File: config.mk
export PLATFORM = sky130hd
export DESIGN_NAME = multicycle_control_flat
export DESIGN_NICKNAME = d
export VERILOG_FILES = /design/src/rtl/cpu_pkg.sv /design/src/rtl/multicycle_control_if.sv /design/src/rtl/control_classify.sv /design/src/rtl/multicycle_control.sv /design/src/flat_wrapper.sv
export SDC_FILE = /design/constraint.sdc
export NUM_CORES = 1
export LEC_CHECK = 0
export ABC_AREA = 1
export BUFFER_PORTS_ARGS = -buffer_cell sky130_fd_sc_hd__buf_2
export CORE_MARGIN = 5
export CORE_UTILIZATION = 46
export DETAILED_ROUTE_END_ITERATION = 7
export PLACE_DENSITY = 0.9
export SYNTH_ARGS = -nofsm -noshare
export SYNTH_HDL_FRONTEND = slang
export SYNTH_SLANG_ARGS = --single-unit
File: constraint.sdc
create_clock -name clk -period 1.45 [get_ports clk]
set_input_delay 0.0725 -clock clk [delete_from_list [all_inputs] [get_ports clk]]
set_output_delay 0.0725 -clock clk [all_outputs]
set_load 0.02 [all_outputs]
File: src/rtl/cpu_pkg.sv
// Shared encodings for the multicycle controller: FSM states, instruction type/function
// codes, PC source and ALU operation selects, and the decoded instruction class.
package cpu_pkg;

    typedef enum logic [2:0] {
        ST_FETCH  = 3'd0,
        ST_DECODE = 3'd1,
        ST_EXEC   = 3'd2,
        ST_MEM    = 3'd3,
        ST_WB     = 3'd4,
        ST_FAULT  = 3'd5
    } state_e;

    localparam logic [1:0] TYPE_R = 2'b00;
    localparam logic [1:0] TYPE_J = 2'b01;
    localparam logic [1:0] TYPE_I = 2'b10;
    localparam logic [1:0] TYPE_S = 2'b11;

    localparam logic [4:0] FR_AND  = 5'd0;
    localparam logic [4:0] FR_ADD  = 5'd1;
    localparam logic [4:0] FR_SUB  = 5'd2;
    localparam logic [4:0] FR_CMP  = 5'd3;
    localparam logic [4:0] FJ_J    = 5'd0;
    localparam logic [4:0] FJ_JAL  = 5'd1;
    localparam logic [4:0] FI_ANDI = 5'd0;
    localparam logic [4:0] FI_ADDI = 5'd1;
    localparam logic [4:0] FI_LW   = 5'd2;
    localparam logic [4:0] FI_SW   = 5'd3;
    localparam logic [4:0] FI_BEQ  = 5'd4;
    localparam logic [4:0] FS_SLL  = 5'd0;
    localparam logic [4:0] FS_SLR  = 5'd1;
    localparam logic [4:0] FS_SLLV = 5'd2;
    localparam logic [4:0] FS_SLRV = 5'd3;

    typedef enum logic [1:0] {
        PC_PLUS4  = 2'd0,
        PC_BRANCH = 2'd1,
        PC_JUMP   = 2'd2,
        PC_STACK  = 2'd3
    } pc_src_e;

    typedef enum logic [2:0] {
        ALU_AND = 3'd0,
        ALU_ADD = 3'd1,
        ALU_SUB = 3'd2,
        ALU_SLL = 3'd3,
        ALU_SLR = 3'd4
    } alu_op_e;

    typedef enum logic [2:0] {
        CL_ALU = 3'd0,
        CL_LW  = 3'd1,
        CL_SW  = 3'd2,
        CL_BEQ = 3'd3,
        CL_J   = 3'd4,
        CL_JAL = 3'd5
    } class_e;

endpackage

File: src/rtl/multicycle_control_if.sv
// Controller <-> decoder/datapath signal bundle. The master side is the controller;
// the slave side is the decoder, datapath, memory and return stack.
interface multicycle_control_if;
    logic [1:0] Type;
    logic [4:0] Func;
    logic       Stop;
    logic       zero;
    logic       mem_ready;
    logic       stack_full;
    logic       stack_empty;
    logic [2:0] state;
    logic       ir_write;
    logic       pc_write;
    logic [1:0] pc_src;
    logic [2:0] alu_op;
    logic       alu_src_imm;
    logic       shamt_reg;
    logic       mem_read;
    logic       mem_write;
    logic       reg_write;
    logic       wb_mem;
    logic       push;
    logic       pop;
    logic       illegal;

    modport master (
        input  Type, Func, Stop, zero, mem_ready, stack_full, stack_empty,
        output state, ir_write, pc_write, pc_src, alu_op, alu_src_imm, shamt_reg,
        output mem_read, mem_write, reg_write, wb_mem, push, pop, illegal
    );

    modport slave (
        output Type, Func, Stop, zero, mem_ready, stack_full, stack_empty,
        input  state, ir_write, pc_write, pc_src, alu_op, alu_src_imm, shamt_reg,
        input  mem_read, mem_write, reg_write, wb_mem, push, pop, illegal
    );
endinterface

File: src/rtl/control_classify.sv
// Combinational instruction classifier: Type/Func to legality, execution class and
// the ALU controls used during EXEC.
module control_classify
    import cpu_pkg::*;
(
    input  logic [1:0] type_i,
    input  logic [4:0] func_i,
    output logic       legal_o,
    output class_e     class_o,
    output alu_op_e    alu_op_o,
    output logic       alu_src_imm_o,
    output logic       shamt_reg_o
);

    always_comb begin
        legal_o       = 1'b0;
        class_o       = CL_ALU;
        alu_op_o      = ALU_AND;
        alu_src_imm_o = 1'b0;
        shamt_reg_o   = 1'b0;
        case (type_i)
            TYPE_R: begin
                legal_o = (func_i <= FR_CMP);
                case (func_i)
                    FR_ADD:         alu_op_o = ALU_ADD;
                    FR_SUB, FR_CMP: alu_op_o = ALU_SUB;
                    default:        alu_op_o = ALU_AND;
                endcase
            end
            TYPE_J: begin
                legal_o = (func_i <= FJ_JAL);
                class_o = (func_i == FJ_JAL) ? CL_JAL : CL_J;
            end
            TYPE_I: begin
                legal_o       = (func_i <= FI_BEQ);
                alu_src_imm_o = 1'b1;
                case (func_i)
                    FI_ADDI: alu_op_o = ALU_ADD;
                    FI_LW: begin
                        alu_op_o = ALU_ADD;
                        class_o  = CL_LW;
                    end
                    FI_SW: begin
                        alu_op_o = ALU_ADD;
                        class_o  = CL_SW;
                    end
                    FI_BEQ: begin
                        alu_op_o      = ALU_SUB;
                        alu_src_imm_o = 1'b0;
                        class_o       = CL_BEQ;
                    end
                    default: alu_op_o = ALU_AND;
                endcase
            end
            default: begin
                legal_o     = (func_i <= FS_SLRV);
                alu_op_o    = func_i[0] ? ALU_SLR : ALU_SLL;
                shamt_reg_o = func_i[1];
            end
        endcase
    end

endmodule

File: src/rtl/multicycle_control.sv
// Multicycle sequencer: FETCH/DECODE/EXEC/MEM/WB with a sticky FAULT state.
// Strobes react to mem_ready/zero/stack status in the same cycle, so they are decoded from state.
module multicycle_control
    import cpu_pkg::*;
(
    input  logic                 clk,
    input  logic                 reset,
    multicycle_control_if.master bus
);

    state_e  state_q, state_d;
    logic    legal;
    class_e  cls;
    alu_op_e cls_alu_op;
    logic    cls_imm;
    logic    cls_shamt;
    logic    last;

    control_classify u_classify (
        .type_i        (bus.Type),
        .func_i        (bus.Func),
        .legal_o       (legal),
        .class_o       (cls),
        .alu_op_o      (cls_alu_op),
        .alu_src_imm_o (cls_imm),
        .shamt_reg_o   (cls_shamt)
    );

    assign bus.state   = state_q;
    assign bus.illegal = (state_q == ST_FAULT);

    always_comb begin
        state_d         = state_q;
        last            = 1'b0;
        bus.ir_write    = 1'b0;
        bus.pc_write    = 1'b0;
        bus.pc_src      = PC_PLUS4;
        bus.alu_op      = ALU_AND;
        bus.alu_src_imm = 1'b0;
        bus.shamt_reg   = 1'b0;
        bus.mem_read    = 1'b0;
        bus.mem_write   = 1'b0;
        bus.reg_write   = 1'b0;
        bus.wb_mem      = 1'b0;
        bus.push        = 1'b0;
        bus.pop         = 1'b0;
        // Outputs are forced quiet while reset is held, even mid-access.
        if (!reset) begin
            case (state_q)
                ST_FETCH: begin
                    bus.mem_read = 1'b1;
                    if (bus.mem_ready) begin
                        bus.ir_write = 1'b1;
                        bus.pc_write = 1'b1;
                        state_d      = ST_DECODE;
                    end
                end
                ST_DECODE: begin
                    if (!legal) begin
                        state_d = ST_FAULT;
                    end else if (cls == CL_J || cls == CL_JAL) begin
                        if (cls == CL_JAL && bus.stack_full) begin
                            state_d = ST_FAULT;
                        end else begin
                            bus.pc_write = 1'b1;
                            bus.pc_src   = PC_JUMP;
                            bus.push     = (cls == CL_JAL);
                            state_d      = ST_FETCH;
                        end
                    end else begin
                        state_d = ST_EXEC;
                    end
                end
                ST_EXEC: begin
                    bus.alu_op      = cls_alu_op;
                    bus.alu_src_imm = cls_imm;
                    bus.shamt_reg   = cls_shamt;
                    case (cls)
                        CL_BEQ: begin
                            last = 1'b1;
                            if (bus.zero) begin
                                bus.pc_write = 1'b1;
                                bus.pc_src   = PC_BRANCH;
                            end
                            state_d = ST_FETCH;
                        end
                        CL_LW, CL_SW: state_d = ST_MEM;
                        default:      state_d = ST_WB;
                    endcase
                end
                ST_MEM: begin
                    bus.mem_read  = (cls == CL_LW);
                    bus.mem_write = (cls != CL_LW);
                    if (bus.mem_ready) begin
                        if (cls == CL_LW) begin
                            state_d = ST_WB;
                        end else begin
                            last    = 1'b1;
                            state_d = ST_FETCH;
                        end
                    end
                end
                ST_WB: begin
                    bus.reg_write = 1'b1;
                    bus.wb_mem    = (cls == CL_LW);
                    last          = 1'b1;
                    state_d       = ST_FETCH;
                end
                ST_FAULT: state_d = ST_FAULT;
                default:  state_d = ST_FAULT;
            endcase
            // Stop return overrides any branch; a pop on an empty stack kills every strobe.
            if (last && bus.Stop) begin
                if (bus.stack_empty) begin
                    state_d       = ST_FAULT;
                    bus.pc_write  = 1'b0;
                    bus.pc_src    = PC_PLUS4;
                    bus.reg_write = 1'b0;
                    bus.mem_read  = 1'b0;
                    bus.mem_write = 1'b0;
                end else begin
                    bus.pc_write = 1'b1;
                    bus.pc_src   = PC_STACK;
                    bus.pop      = 1'b1;
                end
            end
        end
    end

    always_ff @(posedge clk or posedge reset) begin
        if (reset) state_q <= ST_FETCH;
        else       state_q <= state_d;
    end

endmodule

File: src/flat_wrapper.sv
// flat-port wrapper written by rule: the top's interface ports become plain ports
module multicycle_control_flat import cpu_pkg::*;
  (clk, reset, bus_Type, bus_Func, bus_Stop, bus_zero, bus_mem_ready, bus_stack_full, bus_stack_empty, bus_state, bus_ir_write, bus_pc_write, bus_pc_src, bus_alu_op, bus_alu_src_imm, bus_shamt_reg, bus_mem_read, bus_mem_write, bus_reg_write, bus_wb_mem, bus_push, bus_pop, bus_illegal);
  multicycle_control_if bus_i ();
  input  logic clk;
  input  logic reset;
  input wire logic [$bits(bus_i.Type)-1:0] bus_Type;
  input wire logic [$bits(bus_i.Func)-1:0] bus_Func;
  input wire logic [$bits(bus_i.Stop)-1:0] bus_Stop;
  input wire logic [$bits(bus_i.zero)-1:0] bus_zero;
  input wire logic [$bits(bus_i.mem_ready)-1:0] bus_mem_ready;
  input wire logic [$bits(bus_i.stack_full)-1:0] bus_stack_full;
  input wire logic [$bits(bus_i.stack_empty)-1:0] bus_stack_empty;
  output wire logic [$bits(bus_i.state)-1:0] bus_state;
  output wire logic [$bits(bus_i.ir_write)-1:0] bus_ir_write;
  output wire logic [$bits(bus_i.pc_write)-1:0] bus_pc_write;
  output wire logic [$bits(bus_i.pc_src)-1:0] bus_pc_src;
  output wire logic [$bits(bus_i.alu_op)-1:0] bus_alu_op;
  output wire logic [$bits(bus_i.alu_src_imm)-1:0] bus_alu_src_imm;
  output wire logic [$bits(bus_i.shamt_reg)-1:0] bus_shamt_reg;
  output wire logic [$bits(bus_i.mem_read)-1:0] bus_mem_read;
  output wire logic [$bits(bus_i.mem_write)-1:0] bus_mem_write;
  output wire logic [$bits(bus_i.reg_write)-1:0] bus_reg_write;
  output wire logic [$bits(bus_i.wb_mem)-1:0] bus_wb_mem;
  output wire logic [$bits(bus_i.push)-1:0] bus_push;
  output wire logic [$bits(bus_i.pop)-1:0] bus_pop;
  output wire logic [$bits(bus_i.illegal)-1:0] bus_illegal;
  assign bus_i.Type = bus_Type;
  assign bus_i.Func = bus_Func;
  assign bus_i.Stop = bus_Stop;
  assign bus_i.zero = bus_zero;
  assign bus_i.mem_ready = bus_mem_ready;
  assign bus_i.stack_full = bus_stack_full;
  assign bus_i.stack_empty = bus_stack_empty;
  assign bus_state = bus_i.state;
  assign bus_ir_write = bus_i.ir_write;
  assign bus_pc_write = bus_i.pc_write;
  assign bus_pc_src = bus_i.pc_src;
  assign bus_alu_op = bus_i.alu_op;
  assign bus_alu_src_imm = bus_i.alu_src_imm;
  assign bus_shamt_reg = bus_i.shamt_reg;
  assign bus_mem_read = bus_i.mem_read;
  assign bus_mem_write = bus_i.mem_write;
  assign bus_reg_write = bus_i.reg_write;
  assign bus_wb_mem = bus_i.wb_mem;
  assign bus_push = bus_i.push;
  assign bus_pop = bus_i.pop;
  assign bus_illegal = bus_i.illegal;
  multicycle_control u_core (.clk(clk), .reset(reset), .bus(bus_i));
endmodule
==> run summary, run 1 <==
In this run the count of I/O pins placed on the die edge is 33. The run stopped with a tool error. nand2_1 is the most common cell in the netlist.

Buffers added to address setup during post-CTS repair amount to 8. The floorplan has 14 rows. The gate count of the mapped netlist was 125; the area share of the leading cell type in the synthesized netlist was 0.169. The clock passes through at most 2 buffers. The part of the Yosys area used for sequential elements was 0.106. The first error in the log reads "[ERROR DPL-0033] detailed placement checks failed during check placement". The deepest level of the CTS H-tree was 1; the worst-case setup slack after placement was -0.328 ns.

The congestion estimate from routability-driven global placement came to 0.873. The proportion of synthesized flip-flops having asynchronous set or reset works out to 1.00. The number of flops mapped to enable cells by yosys was 0; the number of clock sinks seen by CTS was 3. In this run the vertical extent of the chip is 49.3 µm. For the starting density of the core, the log shows 0.477. The most used flip-flop cell after synthesis is dfrtp_1. The number of port buffers was 32. The synthesized netlist occupies a cell area of 711 µm². In this run the mean area of a mapped cell was 5.69 µm². Hold buffer count at cts: 1. The HPWL after detailed placement is 2220 µm. Count of different cell masters after synthesis: 21. The number of gates resized after CTS was 46. Counting instances in the post-synthesis netlist gives the leading cell types as 32 x nand2_1, 20 x inv_1, 13 x nor2_1, 10 x nor3_1.

The cell at the root of the clock tree was clkbuf_4. The count of yosys warnings during synthesis was 0; the die outline width was 49.3 µm. The number of nets produced by synthesis was 144.

Ranked by total cell area, the synthesized netlist is headed by nand2_1 17%, dfrtp_1 11%, inv_1 11%. After synthesis the netlist holds a flip-flop and latch count of 3. The biggest area contributor in the post-synthesis netlist is nand2_1. Terminating stage of the flow: clock tree synthesis (4_1_cts). Counting the buffers created by CTS gives 3.
## logic make-up after synthesis
logic type                 Yosys count  synth area share
AOI/OAI and AO/OA                   11            0.0898
buffers and inverters               21             0.111
and+or+nand+nor                     85             0.606
DFF                                  3             0.106
adders and majority gates            5            0.0880
## through the flow
step	cell area (µm²)	TNS (ns)	hold slack [ns]	cells
3_5_place_dp	1200	-3.04	0.188	200
3_3_place_gp	1200	-1.87	0.174	200
2_1_floorplan	813	-0.0310	0.139	125
==> inputs of run 2 (changes only) <==
CORE_AREA = 5 5 66 68   (was unset)
CORE_MARGIN = unset   (was 5)
CORE_UTILIZATION = unset   (was 46)
DIE_AREA = 0 0 71 73   (was unset)
PLACE_DENSITY = unset   (was 0.9)
PLACE_DENSITY_LB_ADDON = 0.15   (was unset)
==> run summary, run 2 <==
The flow ran to the end, but the final reports show violations. The final reports fail on setup timing. The cell area after placement was 1310 µm². For the pin with the worst max-slew slack, the measured transition is 0.277 ns. The run gives 0 as the antenna diode instance count. For the register-to-register setup slack, the log shows -0.19 ns. In the layout the commonest cells are 44 x buf_4, 24 x nand2_1, 20 x buf_6. The logs give 711 µm² for the combined area of all synthesized cells and 0 for the number of antenna violations at the first check in global routing.

For this run, the number of Yosys warnings is 0. For the via total after detailed routing, the log shows 1091. Setup repair after global routing could not meet its margin everywhere. Counting every instance in the synthesized netlist gives 125. Counting every sink on the clock net gives 3. Yosys attributes the largest share of cell area to nand2_1 17%, dfrtp_1 11%, inv_1 11%. The register with the most flip-flops in the layout has 3 of them. The height of the die came out at 73 µm. For the final non-filler cell total, the log shows 259. The path class of the tightest hold or removal check is input pin to asynchronous set/reset pin. The run gives 0.884 nW as the leakage power. The start-to-end type of the worst setup path was register to output port. TritonCTS built the clock tree. The number of flops mapped to enable cells by yosys is 0. For the worst setup path, the data required time is 1.38 ns. The die is 71 µm wide. The dominant cell type by area after synthesis is nand2_1. During I/O placement, the number of pins put on the boundary was 33. The first detailed-routing pass took 4 iterations. The utilization after layout was 0.467.

Wires add up to 2990 µm. The deepest level of the CTS H-tree is 1. The worst max-slew margin expressed relative to the limit is 0.816, and the critical path arrival is 1.66 ns. The run gives 1770 µm² as the cell area after layout. The area growth from synthesis to layout is 149%. The proportion of synthesized flip-flops having asynchronous set or reset is 1.00, and the number of nets produced by synthesis is 144. The start point of the critical path was u_core.bus.state[2]. The power density over cell area works out to 877 nW/µm². The core region is 3800 µm². The most used flip-flop cell after synthesis is dfrtp_1.

The die covers 5180 µm². The fill cell total of the finished layout came out at 409. Routability-driven placement finished with a final weighted congestion of 0.821. Critical path capture point type: an output port.

Across the VDD grid, the largest voltage drop is 833 µV. The tool flagged a number of max-cap violations equal to 0. The worst setup path is launched from a register. The dominant cell by count in the synthesized netlist is nand2_1. For the starting density of the core, the log shows 0.187. The critical-path maximum fanout is 5, and the maximum clock frequency is 576 MHz.

The number of buffers added by the clock tree synthesis step was 3; the wire length per cell after detailed routing was 11.6 µm. Counting along the longest clock path gives a buffer depth of 2. The run gives 0 as the remaining antenna violation count.

After legalization and detailed placement, the total HPWL measured 2260 µm. The global routing usage summed across all routing layers was 0.111. For the count of final setup violators, the log shows 17.

The number of pins exceeding their max-slew limit in the final report was 0. The pin count of the biggest net entering global routing was 10. The startpoint identified for the worst register-to-register timing path is u_core.bus.state[2]. The average size of a mapped cell was 5.69 µm². For the hold violation total from the final report, the log shows 0. The first global-routing pass estimated 4820 µm of wire. On the final layout, the worst clock skew is 0.000592 ns. In this run the clock root is driven by a clkbuf_8. The later pin in the worst-skew pair is clocked with a latency of 0.21 ns.

The average via count per standard cell came out at 4.21. The number of port buffers is 32. By count the netlist is led by 32 x nand2_1, 20 x inv_1, 13 x nor2_1, 10 x nor3_1. The library cell used most frequently in the layout, excluding fill and tap cells, is buf_4. The part of the Yosys area used for sequential elements is 0.106, and the placed instance count is 243. The first routing iteration left 40 violations. The count of unresolved DRC violations after routing was 0. The via count of the first global-routing pass was 1127. The tools report the total number of nets in the final design as 229.

In this run, synthesis produced a sequential element count of 3. The ratio of final minimum period to clock period works out to 1.20. The routed design could run at a clock period as short as 1.74 ns. The number of different library cells used by synthesis comes to 21. The floorplan has 23 rows. The count of cells along the worst register-to-register path works out to 13.

The final critical-path setup slack is -0.287 ns, and the proportion of layout cells with a drive suffix above 1 is 0.689. The CTS clock-pin slew for the worst setup and hold paths is 0.03 ns, and the area share of the leading cell type in the synthesized netlist is 0.169. The total overflow left after global routing is 0.
==> run 2: cell counts after synthesis <==
No cell type changed its count.
==> run 2: metrics by stage <==
| step | hold WS, ns | setup slack [ns] | power (mW) | TNS [ns] |
|---|---|---|---|---|
| 2_1_floorplan | 0.139 | -0.0173 | 0.623 | -0.0310 |
| 6_report | 0.0642 | -0.287 | 1.55 | -2.99 |
| 3_5_place_dp | 0.205 | -0.380 | 1.00 | -3.75 |
| 3_3_place_gp | 0.197 | -0.404 | 0.998 | -3.97 |
| 5_1_grt | 0.0798 | -0.364 | 1.68 | -4.34 |
| 4_1_cts | 0.0531 | -0.303 | 1.47 | -3.56 |
==> run 2: path summary, 6_finish.rpt <==
check / end
max: bus_pc_write
min: u_core.bus.state[0]
max reg2reg: u_core.bus.state[0]
min reg2reg: u_core.bus.state[2]
max in group asynchronous: u_core.bus.state[2]
min in group clk: u_core.bus.state[2]
==> run 2: cells by family (layout without fill, tap and decap cells) <==
group | Yosys count | after routing | share of synthesized area
adder cells (fa/ha/maj) | 5 | 5 | 0.0880
AO/OA/AOI/OAI | 11 | 11 | 0.0898
flip-flops | 3 | 3 | 0.106
AND/OR/NAND/NOR | 85 | 85 | 0.606
buffers and inverters | 21 | 105 | 0.111
==> run 2: layout make-up <==
class                           count  area, µm²  share of cell area
Timing Repair Buffer               81        656               0.370
Clock buffer                        4       45.0              0.0254
Sequential cell                     3       78.8              0.0445
Tap cell                           50       62.6              0.0353
Multi-Input combinational cell    101        848               0.478
Inverter                           20       82.6              0.0466
==> run 2: per-layer routing <==
layer / vias up / GRT usage / share of wire
li1: 578 / - / -
met1: 494 / 0.135 / 0.43
met2: 19 / 0.207 / 0.54
met3: 0 / 0.0138 / 0.025
met4: 0 / 0.0271 / 0
met5: - / 0 / 0
==> run 2: power breakdown <==
group          leakage [nW]  switching (mW)  internal, mW  total (mW)
registers            0.0346          0.0460         0.118       0.164
logic                 0.826           0.601         0.556        1.16
clock network        0.0228          0.0470         0.187       0.234
==> run 2: critical path: stages (launching register included) <==
cell and delay, ns:
dfrtp_2 0.42, inv_2 0.09, nand2_4 0.07, nor3_4 0.19
nand3_1 0.09, nand2_1 0.06, inv_1 0.04, nand2_2 0.10
nand3_4 0.11, nand2_8 0.12, a21oi_4 0.04, buf_6 0.13
==> run 2: timing repair <==
item,in CTS,in global routing
endpoints found under the hold margin,0,0
hold buffers,0,0
setup endpoints to repair,17,18
pin swaps,18,14
resized for setup,56,31
buffers inserted,11,4
Note: power is estimated with default switching activity, not from simulation.
==> inputs of run 3 (changes only) <==
SYNTH_HIERARCHICAL = 1   (was unset)
==> run summary, run 3 <==
In this run, the number of DRC markers left after iteration 0 of detailed routing was 31. The actual slew at the worst max-slew pin was 0.341 ns. The worst-case IR drop observed on VDD is 895 µV. The register with the most flip-flops in the layout has 3 of them. The number of placement rows was 23. The logs give 0.0936 for the part of the Yosys area used for sequential elements and 0 for the number of antenna violations at the first check in global routing. The sum of buffers and inverters on the critical path is 4, and the global routing usage summed across all routing layers is 0.113. In this run the standard cell core region covers 3800 µm². The later pin in the worst-skew pair is clocked with a latency of 0.21 ns.

Entering global routing, the biggest net connects 9 pins. The count of cells along the worst register-to-register path came out at 10. Routed signal wires occupy layers up through met3.

Traced cell by cell, the critical path runs through buf_8 -> inv_4 -> ha_4 -> nand2_2 -> inv_2 -> nand4_1 -> nand3_2 -> nand2_2 -> nor2_4 -> nand2_2 -> nand3_4 -> nand3_4 -> nand2_8 -> nor2_1 -> buf_4. The run gives 0 as the antenna diode instance count. The arithmetic-cell share of the synthesized area counting full adders, half adders and majority gates was 0.0624; the number of nets produced by synthesis was 164. The tools report the remaining antenna violation count as 0.

After detailed routing, the average wire length per cell comes to 10.8 µm. The commonest non-fill, non-tap cell in the layout is buf_4. Across all layers, the routed design uses 1141 vias.

The required time of the critical path was 1.38 ns; the minimum period implied by the final worst setup slack was 1.65 ns. The fraction of the mapped netlist area in simple logic gates was 0.622. The most used flip-flop cell after synthesis is dfrtp_1. TritonCTS built the clock tree. The proportion of synthesized flip-flops having asynchronous set or reset came out at 1.00. After clock tree synthesis, the clock-pin slew on the worst setup and hold paths is 0.03 ns. The tools report the cell at the root of the clock tree as clkbuf_8. The deepest level of the CTS H-tree was 1.

The power density over cell area is 886 nW/µm². The worst setup path is launched from an input pin. The area share of the leading cell type in the synthesized netlist was 0.159; the count of different cell masters after synthesis was 23.

Setup repair after global routing could not meet its margin everywhere. The tools report the count of yosys warnings during synthesis as 6. The number of iterations in the first detailed-routing pass is 4, and the proportion of layout cells with a drive suffix above 1 is 0.583. The final reports fail on setup timing.

Multiplexer share of the synthesized area: 0. For the worst max-slew margin expressed relative to the limit, the log shows 0.772. Synthesis produced 146 cells. The flow ran to the end, but the final reports show violations. The tree built by TritonCTS fans out to 3 sinks.

The largest single stage delay on the critical path is 0.28 ns. In this run the cell area of the synthesized design comes to 802 µm². The number of clock buffers added by TritonCTS is 3.

Setup violations remaining at the end of the flow were counted as 16. For this design the static power due to leakage is 0.812 nW. The utilization after layout is 0.427. The via count of the first global-routing pass was 1143. The count of unresolved DRC violations after routing was 0; the max-cap check violation count was 0. The synthesized design spends more area on one cell type than any other, namely nand2_1.

Post-synthesis register bit count: 3. The worst setup path is of the input pin to output port kind. The logs give 2 for the deepest clock path buffer count and 0 for the number of pins exceeding their max-slew limit in the final report. The tools report the starting density of the core as 0.211. Instance count along the most critical hold path: 3. In the detailed route, the total length drawn on met2 is 1560 µm. The area growth from synthesis to layout is 102%. During placement, the flow inserted port buffers numbering 32.

The die covers 5180 µm². In the layout the commonest cells are 39 x buf_4, 26 x nand2_1, 24 x inv_1. The critical-path maximum fanout came out at 5.

The critical path starts at bus_Type[0]. Area share of xor/xnor cells in the synthesized design: 0. The first global-routing pass estimated 4890 µm of wire.

The layout has 421 filler cells. Counting instances in the post-synthesis netlist gives the leading cell types as 34 x nand2_1, 28 x inv_1, 20 x nor2_1, 15 x nand3_1. The number of gates on the worst path with buffers counted was 15. After synthesis, the largest family of logic cells by area is simple AND/OR/NAND/NOR gates. Once detailed placement completed, the half-perimeter wirelength came to 2290 µm.

The cell area after layout is 1620 µm², and the average size of a mapped cell is 5.49 µm². The total global routing overflow was 0. On the critical path the largest part of the delay comes from simple AND/OR/NAND/NOR gates. Static timing analysis puts the maximum clock frequency at 605 MHz.

The clock skew after layout came out at 0.000223 ns. The path type of the worst min-delay path was input pin to register. The critical path capture point type is an output port. In the detailed route, the total length drawn on met3 is 74 µm. The compound-gate portion of the synthesized area is 0.0655. By area the synthesized netlist is led by nand2_1 16%, inv_1 13%, dfrtp_1 9.4%. The design draws 1.44 mW.

The floorplan step set the die width to 71 µm. Yosys instantiated no cell more often than nand2_1. After detailed routing, the wire length on met1 is 1240 µm. In the routed layout, each cell is associated on average with a via count of 4.29.

The ratio of final minimum period to clock period came out at 1.14. The total detailed-routing wirelength is 2870 µm, and the cell area after placement is 1290 µm². The reg-to-reg critical path startpoint is u_core/bus.state[1].

The synthesized design contains 0 enable-type register cells. The run gives -0.203 ns as the final critical-path setup slack. The slowest stage of the critical path belongs to the cell ha_4. After the last flow step, the layout net total stands at 235.

The global placement routability congestion was 0.769; the critical path arrival was 1.58 ns. The cell that appears most often on the critical path is nand2_2. Measured along the y axis, the die boundary spans 73 µm.

The hold violation total from the final report came out at 0. In this run the most critical hold path is launched from reset. Pin placement for this block handled 33 I/O pins.
==> run 3: area by class of cell <==
| cell class | count | area (µm²) | area share |
|---|---|---|---|
| Multi-Input combinational cell | 112 | 793 | 0.489 |
| Inverter | 29 | 116 | 0.0718 |
| Timing Repair Buffer | 68 | 526 | 0.324 |
| Tap cell | 50 | 62.6 | 0.0386 |
| Sequential cell | 3 | 78.8 | 0.0486 |
| Clock buffer | 4 | 45.0 | 0.0278 |
==> run 3: path summary, 6_finish.rpt <==
kind	endpoint	slack, ns
worst max-delay path	bus_mem_write	-0.20
worst min-delay path	u_core/bus.state[2]	0.20
worst max register to register	u_core/bus.state[0]	-0.04
worst min register to register	u_core/bus.state[1]	0.71
max in group asynchronous	u_core/bus.state[0]	0.63
min in group asynchronous	u_core/bus.state[2]	0.66
==> run 3: where the power goes <==
group	internal, mW	switching, mW
Combinational	0.454	0.537
Sequential	0.118	0.0894
Clock	0.187	0.0512
Total	0.759	0.678
==> run 3: what timing repair did <==
| item | CTS | global route |
|---|---|---|
| gates cloned | 0 | 0 |
| buffers inserted | 4 | 3 |
| hold buffers | 1 | 0 |
| endpoints found under the hold margin | 3 | 0 |
| endpoints found under the setup margin | 17 | 18 |
| pin swaps | 15 | 12 |
| resized for setup | 41 | 30 |
==> run 3: kinds of logic after synthesis <==
logic type / after synthesis
compound gates: 9
simple gates: 99
flops: 3
fa+ha+maj: 4
buf+inv: 31
==> run 3: through the flow <==
step,setup WS [ns],hold WS [ns],cells,setup TNS [ns]
finish,-0.203,0.202,266,-2.15
global route,-0.333,0.205,266,-4.03
CTS,-0.237,0.194,264,-2.01
detailed placement,-0.370,0.139,256,-3.38
global placement,-0.342,0.132,256,-3.07
floorplan,-0.111,0.0209,146,-0.468
==> run 3: worst reg2reg max path, stage by stage, from the launching register on <==
cell and delay (ns):
dfrtp_2 0.46, buf_4 0.16, buf_4 0.13, o21ai_1 0.17
nand2_1 0.07, inv_1 0.05, nand3_1 0.07, nor2_2 0.10
nand2_2 0.05, nand2_1 0.05, nand2_1 0.06
==> run 3: layer usage <==
| metal | track usage | up-vias |
|---|---|---|
| li1 | - | 603 |
| met1 | 0.141 | 518 |
| met2 | 0.208 | 20 |
| met3 | 0.0110 | 0 |
| met4 | 0.0251 | 0 |
| met5 | 0 | - |
